==> config.mk <==
export PLATFORM = sky130hd
export DESIGN_NAME = mips_multicycle_ctrl
export DESIGN_NICKNAME = d
export VERILOG_FILES = /design/src/rtl/mips_multicycle_ctrl.sv
export SDC_FILE = /design/constraint.sdc
export NUM_CORES = 1
export LEC_CHECK = 0
export BUFFER_PORTS_ARGS = -buffer_cell sky130_fd_sc_hd__buf_4
export CAP_MARGIN = 20
export CORE_AREA = 8 8 72 74
export CTS_CLUSTER_DIAMETER = 40
export DETAILED_ROUTE_END_ITERATION = 12
export DIE_AREA = 0 0 80 82
export PLACE_DENSITY = 0.64
export SETUP_SLACK_MARGIN = 0.02
export SLEW_MARGIN = 20
export SYNTH_ARGS = -nofsm -noshare
export SYNTH_HDL_FRONTEND = slang
export SYNTH_SLANG_ARGS = --single-unit
==> constraint.sdc <==
create_clock -name clk -period 6.3 [get_ports clk]
set_input_delay 0.315 -clock clk [delete_from_list [all_inputs] [get_ports clk]]
set_output_delay 0.315 -clock clk [all_outputs]
set_load 0.05 [all_outputs]
==> src/rtl/mips_multicycle_ctrl.sv <==
// mips_multicycle_ctrl -- multicycle MIPS control FSM (lw, sw, R-type, beq,
// addi, j) with a bounded memory-wait timeout.
//
// Ports:
//   clk            single clock, all state changes on its rising edge
//   rst            asynchronous active-low reset
//   opcode[5:0]    IR[31:26], sampled only in DECODE
//   mem_ready      memory access completes this cycle
//   pc_write, pc_write_cond, ir_write          PC / IR update strobes
//   mem_read, mem_write, iord                  memory strobes (iord=1: ALUOut addr)
//   reg_write, reg_dst, mem_to_reg             register-file writeback control
//   alu_src_a, alu_src_b[1:0], alu_op[1:0]     datapath ALU control
//   pc_src[1:0]                                PC source mux
//   halted         controller stopped (timeout or trapped opcode)
//   err_timeout    sticky memory-timeout flag
//
// Parameter WAIT_LIMIT: memory wait cycles tolerated before timeout.
// Optional macro ILLEGAL_TRAP_EN: unlisted opcodes halt instead of acting
// as NOPs.
module mips_multicycle_ctrl #(
  parameter int WAIT_LIMIT = 15
) (
  input  logic       clk,
  input  logic       rst,
  input  logic [5:0] opcode,
  input  logic       mem_ready,
  output logic       pc_write,
  output logic       pc_write_cond,
  output logic       ir_write,
  output logic       mem_read,
  output logic       mem_write,
  output logic       iord,
  output logic       reg_write,
  output logic       reg_dst,
  output logic       mem_to_reg,
  output logic       alu_src_a,
  output logic [1:0] alu_src_b,
  output logic [1:0] alu_op,
  output logic [1:0] pc_src,
  output logic       halted,
  output logic       err_timeout
);

  localparam int CW = $clog2(WAIT_LIMIT + 1);
  localparam logic [CW-1:0] LIM_M1 = CW'(WAIT_LIMIT - 1);

  typedef enum logic [3:0] {
    FETCH, DECODE, MEMADR, MEMRD, MEMWB, MEMWR,
    REX, RWB, BEQ, ADDIEX, ADDIWB, JMP, HALT
  } st_t;

  // fetch marks FETCH; ir_write/pc_write there are gated by mem_ready.
  typedef struct packed {
    logic       pc_write;
    logic       pc_write_cond;
    logic       fetch;
    logic       mem_read;
    logic       mem_write;
    logic       iord;
    logic       reg_write;
    logic       reg_dst;
    logic       mem_to_reg;
    logic       alu_src_a;
    logic [1:0] alu_src_b;
    logic [1:0] alu_op;
    logic [1:0] pc_src;
    logic       halted;
  } ctl_t;

  st_t           state, nxt;
  ctl_t          ctl;
  logic [CW-1:0] cnt;
  logic          run;     // low until the first edge after reset release
  logic          is_sw;   // lw/sw choice captured in DECODE
  logic          wait_st, timeout;

  function automatic ctl_t dec(input st_t s);
    ctl_t c;
    c = '0;
    case (s)
      FETCH:  begin c.fetch = 1'b1; c.mem_read = 1'b1; c.alu_src_b = 2'd1; end
      DECODE: c.alu_src_b = 2'd3;
      MEMADR: begin c.alu_src_a = 1'b1; c.alu_src_b = 2'd2; end
      MEMRD:  begin c.mem_read = 1'b1; c.iord = 1'b1; end
      MEMWB:  begin c.reg_write = 1'b1; c.mem_to_reg = 1'b1; end
      MEMWR:  begin c.mem_write = 1'b1; c.iord = 1'b1; end
      REX:    begin c.alu_src_a = 1'b1; c.alu_op = 2'd2; end
      RWB:    begin c.reg_write = 1'b1; c.reg_dst = 1'b1; end
      BEQ:    begin
        c.alu_src_a = 1'b1; c.alu_op = 2'd1;
        c.pc_src = 2'd1; c.pc_write_cond = 1'b1;
      end
      ADDIEX: begin c.alu_src_a = 1'b1; c.alu_src_b = 2'd2; end
      ADDIWB: c.reg_write = 1'b1;
      JMP:    begin c.pc_write = 1'b1; c.pc_src = 2'd2; end
      HALT:   c.halted = 1'b1;
      default: c = '0;
    endcase
    return c;
  endfunction

  // Timeout fires on the WAIT_LIMIT-th consecutive not-ready cycle; a ready
  // in that same cycle wins and completes the access.
  assign wait_st = (state == FETCH) || (state == MEMRD) || (state == MEMWR);
  assign timeout = wait_st && !mem_ready && (cnt == LIM_M1);

  always_comb begin
    nxt = state;
    case (state)
      FETCH:  if (mem_ready) nxt = DECODE; else if (timeout) nxt = HALT;
      DECODE: begin
        case (opcode)
          6'h23, 6'h2B: nxt = MEMADR;
          6'h00:        nxt = REX;
          6'h04:        nxt = BEQ;
          6'h08:        nxt = ADDIEX;
          6'h02:        nxt = JMP;
`ifdef ILLEGAL_TRAP_EN
          default:      nxt = HALT;
`else
          default:      nxt = FETCH;
`endif
        endcase
      end
      MEMADR: nxt = is_sw ? MEMWR : MEMRD;
      MEMRD:  if (mem_ready) nxt = MEMWB; else if (timeout) nxt = HALT;
      MEMWB:  nxt = FETCH;
      MEMWR:  if (mem_ready) nxt = FETCH; else if (timeout) nxt = HALT;
      REX:    nxt = RWB;
      RWB:    nxt = FETCH;
      BEQ:    nxt = FETCH;
      ADDIEX: nxt = ADDIWB;
      ADDIWB: nxt = FETCH;
      JMP:    nxt = FETCH;
      HALT:   nxt = HALT;
      default: nxt = FETCH;
    endcase
  end

  // Outputs are registered from the next state, so reset can clear them
  // immediately while the state register already sits in FETCH.
  always_ff @(posedge clk or negedge rst) begin
    if (!rst) begin
      state       <= FETCH;
      ctl         <= '0;
      cnt         <= '0;
      run         <= 1'b0;
      is_sw       <= 1'b0;
      err_timeout <= 1'b0;
    end else if (!run) begin
      run   <= 1'b1;
      state <= FETCH;
      ctl   <= dec(FETCH);
      cnt   <= '0;
    end else begin
      state <= nxt;
      ctl   <= dec(nxt);
      if (state == DECODE) is_sw <= (opcode == 6'h2B);
      if (timeout) err_timeout <= 1'b1;
      if (nxt != state)               cnt <= '0;
      else if (wait_st && !mem_ready) cnt <= cnt + CW'(1);
    end
  end

  assign ir_write      = ctl.fetch & mem_ready;
  assign pc_write      = ctl.pc_write | (ctl.fetch & mem_ready);
  assign pc_write_cond = ctl.pc_write_cond;
  assign mem_read      = ctl.mem_read;
  assign mem_write     = ctl.mem_write;
  assign iord          = ctl.iord;
  assign reg_write     = ctl.reg_write;
  assign reg_dst       = ctl.reg_dst;
  assign mem_to_reg    = ctl.mem_to_reg;
  assign alu_src_a     = ctl.alu_src_a;
  assign alu_src_b     = ctl.alu_src_b;
  assign alu_op        = ctl.alu_op;
  assign pc_src        = ctl.pc_src;
  assign halted        = ctl.halted;

endmodule

## After elaboration in Yosys (flattened, before gate mapping)

Cells that the tools add are included.

| word-level totals | value |
|---|---|
| output and inout bits | 18 |
| register bits | 28 |
| input port bits | 9 |
| logic and storage cells | 91 |

| operators by class | value |
|---|---|
| add/sub/neg operators | 1 |
| mux-type cells | 26 |
| reductions and logical operators | 16 |
| bitwise operators | 2 |
| equality and inequality tests | 27 |

Operators with widths:

| operator | number |
|---|---|
| 4-bit equality test (second input constant) | 8 |
| 4-bit 2-to-1 mux | 8 |
| 4-bit one-hot mux with 8 select lines | 1 |
| 4-bit by 3-bit equality test with 1-bit output (second input constant) | 6 |
| 4-bit one-hot mux with 5 select lines | 1 |
| 17-bit 2-to-1 mux | 1 |
| 4-bit by 2-bit equality test with 1-bit output (second input constant) | 4 |
| 6-bit equality test (second input constant) | 2 |
| 1-bit 2-to-1 mux | 11 |
| 4-bit by 1-bit equality test with 1-bit output (second input constant) | 2 |
| 4-bit zero test | 2 |
| 2-bit one-hot mux with 2 select lines | 2 |
| 2-bit OR reduction | 4 |
| 6-bit by 2-bit equality test with 1-bit output (second input constant) | 1 |
| 6-bit by 3-bit equality test with 1-bit output (second input constant) | 1 |
| 6-bit by 4-bit equality test with 1-bit output (second input constant) | 1 |
| 6-bit zero test | 1 |
| 2-bit one-hot mux with 3 select lines | 1 |
| 4-bit by 1-bit adder with 4-bit output (second input constant) | 1 |
| 4-bit != test | 1 |
| 2-bit AND reduction | 2 |
| 4-bit OR reduction | 1 |
| 3-bit 2-to-1 mux | 1 |
| 3-bit by 1-bit != test with 1-bit output (second input constant) | 1 |
| 6 further kinds | 8 |

## Logic depth before layout (Yosys ltp)

| logic depth | value |
|---|---|
| depth in word-level cells | 12 |
| depth in mapped cells | 8 |
| mapped depth without buffers | 7 |

## Worst setup path after synthesis

Ideal clock, no wire load.

| timing | value |
|---|---|
| kind | flip-flop to flip-flop |
| from | reg cnt[0] |
| to | reg ctl (netlist bit alu_src_a) |
| data arrival time | 1.936 ns |
| slack | 4.286 ns |
| stages on the path, launching flop included | 9 |
| path buffers | 1 |
| period minus slack after synthesis | 2.014 ns |
| data required time | 6.223 ns |
| path through | dfrtp_1 > inv_1 > ha_1 > a311o_1 > o22ai_1 > or3_1 > buf_4 > or3_1 > a21oi_1 |

| between the ends | value |
|---|---|
| cells in the longest elaborated chain, start to end | 9 |

RTL lines:

| item | line | source |
|---|---|---|
| from (decl) | 72 | `logic [CW-1:0] cnt;` |
| from (signal assigned) | 161 | `else if (wait_st && !mem_ready) cnt <= cnt + CW'(1);` |
| 4-bit equality test * | 105 | `assign timeout = wait_st && !mem_ready && (cnt == LIM_M1);` |
| 1-bit logical AND * | 105 |  |
| 4-bit 2-to-1 mux * | 110, 126, 128 |  |
| 4-bit 2-to-1 mux (on tied branches) | 128, 110, 126 |  |
| 4-bit one-hot mux with 8 select lines * | 109 | `case (state)` |
| 4-bit equality test (tied with other cells) | 80 | `case (s)` |
| 4-bit OR reduction (no line) * | - |  |
| 1-bit 2-to-1 mux * | 80 |  |
| 17-bit 2-to-1 mux * | 150 | `end else if (!run) begin` |
| to (signal assigned) | 153 | `ctl <= dec(FETCH);` |
| to (signal assigned) | 157 | `ctl <= dec(nxt);` |
| to (decl) | 71 | `ctl_t ctl;` |

Mark *: on every way between the ends. The rest lies on a longest branch, timed or not.
A chain may end at the register's enable or synchronous reset.

## Worst setup path after layout

| timing | value |
|---|---|
| from | reg state[0] |
| to | reg ctl (netlist bit mem_read) |

| between the ends | value |
|---|---|
| cells in the longest elaborated chain, start to end | 12 |

RTL lines:

| item | line | source |
|---|---|---|
| from (decl) | 70 | `st_t state, nxt;` |
| from (signal assigned) | 156 | `state <= nxt;` |
| 4-bit by 2-bit equality test with 1-bit output or 4-bit zero test (tied branches) | 104, 109 |  |
| 1-bit logical OR (2 in series) | 104 | `assign wait_st = (state == FETCH) \|\| (state == MEMRD) \|\| (state == MEMWR);` |
| 1-bit logical AND (2 in series) | 105 |  |
| 4-bit 2-to-1 mux | 110, 126, 128 |  |
| 4-bit 2-to-1 mux (on tied branches) | 128, 110, 126 |  |
| 4-bit one-hot mux with 8 select lines * | 109 |  |
| 4-bit by 2-bit equality test with 1-bit output or 4-bit zero test (tied branches) | 80 |  |
| 2-bit OR reduction (no line) * | - |  |
| 1-bit 2-to-1 mux * | 80 |  |
| 17-bit 2-to-1 mux * | 150 |  |

Marked as above.

==> impl_metrics.json <==
{
  "seq_power_share": 0.554,
  "cts_tree": "built",
  "fp.coreArea_mm2": 0.00414,
  "grtUsageTotal": 0.111,
  "startpoint": "state[0]",
  "viasPerCell": 5.49,
  "p_leak_uw": 0.000774,
  "fmax_mhz": 406,
  "postCtsSetupBuffers": 0,
  "fin_tns_setup_ps": 0,
  "io_buffers": 26,
  "wl_per_cell_um": 15.0,
  "p_sw_uw": 84.6,
  "wl_um": 3370,
  "hp-class": "input pin to flip-flop",
  "vdd_drop_max_mv": 0.0760,
  "grt_pass1_wl_um": 5890,
  "num_vias": 1236,
  "syn_inst": 158,
  "worst_pin_slew_ps": 550,
  "synth-async-reset-ratio": 1.00,
  "clk_pin_slew_ps": 80,
  "synth_top_area_frac": 0.415,
  "die_h_um": 82,
  "ys_seq_elements": 26,
  "min_period_ps": 2470,
  "reg_top3": "cnt: 4 flops, state: 4 flops",
  "place_hpwl_um": 2600,
  "fin_nets": 186,
  "start_util": 0.379,
  "synth.lib_cells_used.distinct": 55,
  "postCtsResizedCells": 0,
  "worst-setup-path-type": "flip-flop to flip-flop",
  "grt_overflow_total": 0,
  "antenna_found_initial": 0,
  "p_int_uw": 233,
  "yosysSeqAreaShare": 0.415,
  "maxCapViolations": 0,
  "yosysMostFrequentCell": "dfrtp_1",
  "synth_flop_cell": "dfrtp_1",
  "hold_start": "opcode[3]",
  "hold_viol": 0,
  "synthToLayoutAreaGrowth_pct": 13.5,
  "grt_max_degree": 27,
  "die_w_um": 80,
  "ys_top_cells_by_count": "dfrtp_1, nor2_1, buf_4, nand2_1",
  "die_area_mm2": 0.00656,
  "cts_made_buffers": 3,
  "swShare": 0.266,
  "slew_headroom": 0.633,
  "p_comb_frac": 0.166,
  "power_frac_clock": 0.281,
  "synth_area_mm2": 0.00157,
  "rows": 24,
  "fin_crit_sh": 0.391,
  "synth.area.top_cells": "dfrtp_1, buf_4, nor2_1, nor4_1, xnor2_1",
  "whs_ps": 338,
  "worstSetupEndpointType": "flip-flop",
  "remaining_drc_errors": 0,
  "avgSynthCellArea_um2": 9.93,
  "drive_gt1_frac": 0.249,
  "antenna_cells": 0,
  "drt_iter0_markers": 69,
  "p_per_area_mw_per_mm2": 178,
  "grt_pass1_vias": 1247,
  "synth_edf_count": 0,
  "root_buffer": "clkbuf_8",
  "cts.sinks": 26,
  "drtPass1Iterations": 4,
  "rsz0062_at_grt": "false",
  "yosysWarnings": 0,
  "clk_latency_ps": 260,
  "synth_top_area_cell": "dfrtp_1",
  "antenna_left": 0,
  "finClkSkew_ps": 1.95,
  "path_max_fanout": 17,
  "clk_path_buf_depth": 2,
  "rr_startpoint": "state[0]",
  "globalplace.congestion": 0.824,
  "cp_data_required_time_ps": 6450,
  "final-max-slew-violation-count": 0,
  "io_pins": 27,
  "setup_viol": 0,
  "start_kind": "flip-flop",
  "synthesis.nets": 169,
  "htreeDepth": 1,
  "critPathArrivalTime_ps": 2620,
  "status": "finished clean"
}
==> kinds of logic (layout without fill, tap and decap cells) <==
group / count (synthesis) / in the layout / share of synthesized area
other cells: 1 / 1 / 0.00239
compound gates: 36 / 36 / 0.186
simple gates: 63 / 63 / 0.248
fa+ha+maj: 2 / 2 / 0.0159
flops: 26 / 26 / 0.415
xor+xnor: 9 / 9 / 0.0550
buf+inv: 21 / 36 / 0.0781
==> worst max-delay path, cell delays in order (launching register included) <==
cell and delay (ps):
dfrtp_1 700, or4b_4 570, a2111oi_2 260, or3_1 420, o41ai_2 160, or2_1 240
==> through the flow <==
step | instances | setup WS (ps) | util | total power, µW | instance area, µm²
CTS | 225 | 3860 | 0.430 | 321 | 1780
floorplan | 158 | 4290 | - | 216 | 1570
detailed placement | 221 | 3870 | 0.417 | 232 | 1730
global route | 225 | 3690 | 0.430 | 335 | 1780
finish | 225 | 3830 | 0.430 | 318 | 1780
global placement | 221 | 3910 | 0.417 | 230 | 1730
==> final cells by class <==
type | count | area (µm²)
fillers | 437 | 2360
multi-input cells | 111 | 796
flip-flops and latches | 26 | 651
repair buffers | 27 | 205
well taps | 52 | 65.1
clock buffers | 3 | 41.3
inverters | 6 | 22.5
==> path summary, 6_finish.rpt <==
check | cells past startpoint | end | slack [ps]
hold reg to reg | 1 | err_timeout | 480
min in group asynchronous | 2 | pc_src[1] | 490
setup reg to reg | 5 | mem_read | 3830
hold / removal | 3 | is_sw | 340
setup / recovery | 5 | mem_read | 3830
max in group asynchronous | 2 | state[0] | 5570
==> cells in the final DEF, fill, tap and decap left out, types with 3 or more instances in the layout <==
cell	Yosys	routed
nor2b_1	3	3
inv_1	6	6
nor4_1	6	6
buf_4	8	26
nor3_1	4	4
a21oi_1	3	3
nor4b_1	3	3
xnor2_1	4	4
nand3_1	4	4
nand2_1	8	8
xor2_1	4	4
or3_1	4	4
o21ai_0	6	6
dfrtp_1	26	26
clkbuf_8	0	3
nor2_1	12	12
==> power by group through the flow <==
stage / Sequential [µW] / Combinational [µW] / Clock [µW]
final: 176 / 52.6 / 89.1
after global placement: 179 / 51.5 / 0
after global routing: 177 / 58.3 / 100
after floorplan: 179 / 36.8 / 0
after detailed placement: 179 / 52.6 / 0
after CTS: 176 / 53.2 / 92.1
==> what timing repair did <==
action                                  CTS  global route
hold buffers                              1             0
endpoints found under the hold margin    26             0
endpoints found under the setup margin    0             0
==> routing by layer <==
layer | share of wire | track usage
met5 | 0 | 0
met4 | 0.012 | 0.0473
met3 | 0.076 | 0.0219
met2 | 0.47 | 0.179
met1 | 0.44 | 0.141
Power figures use the tool's default switching activity.
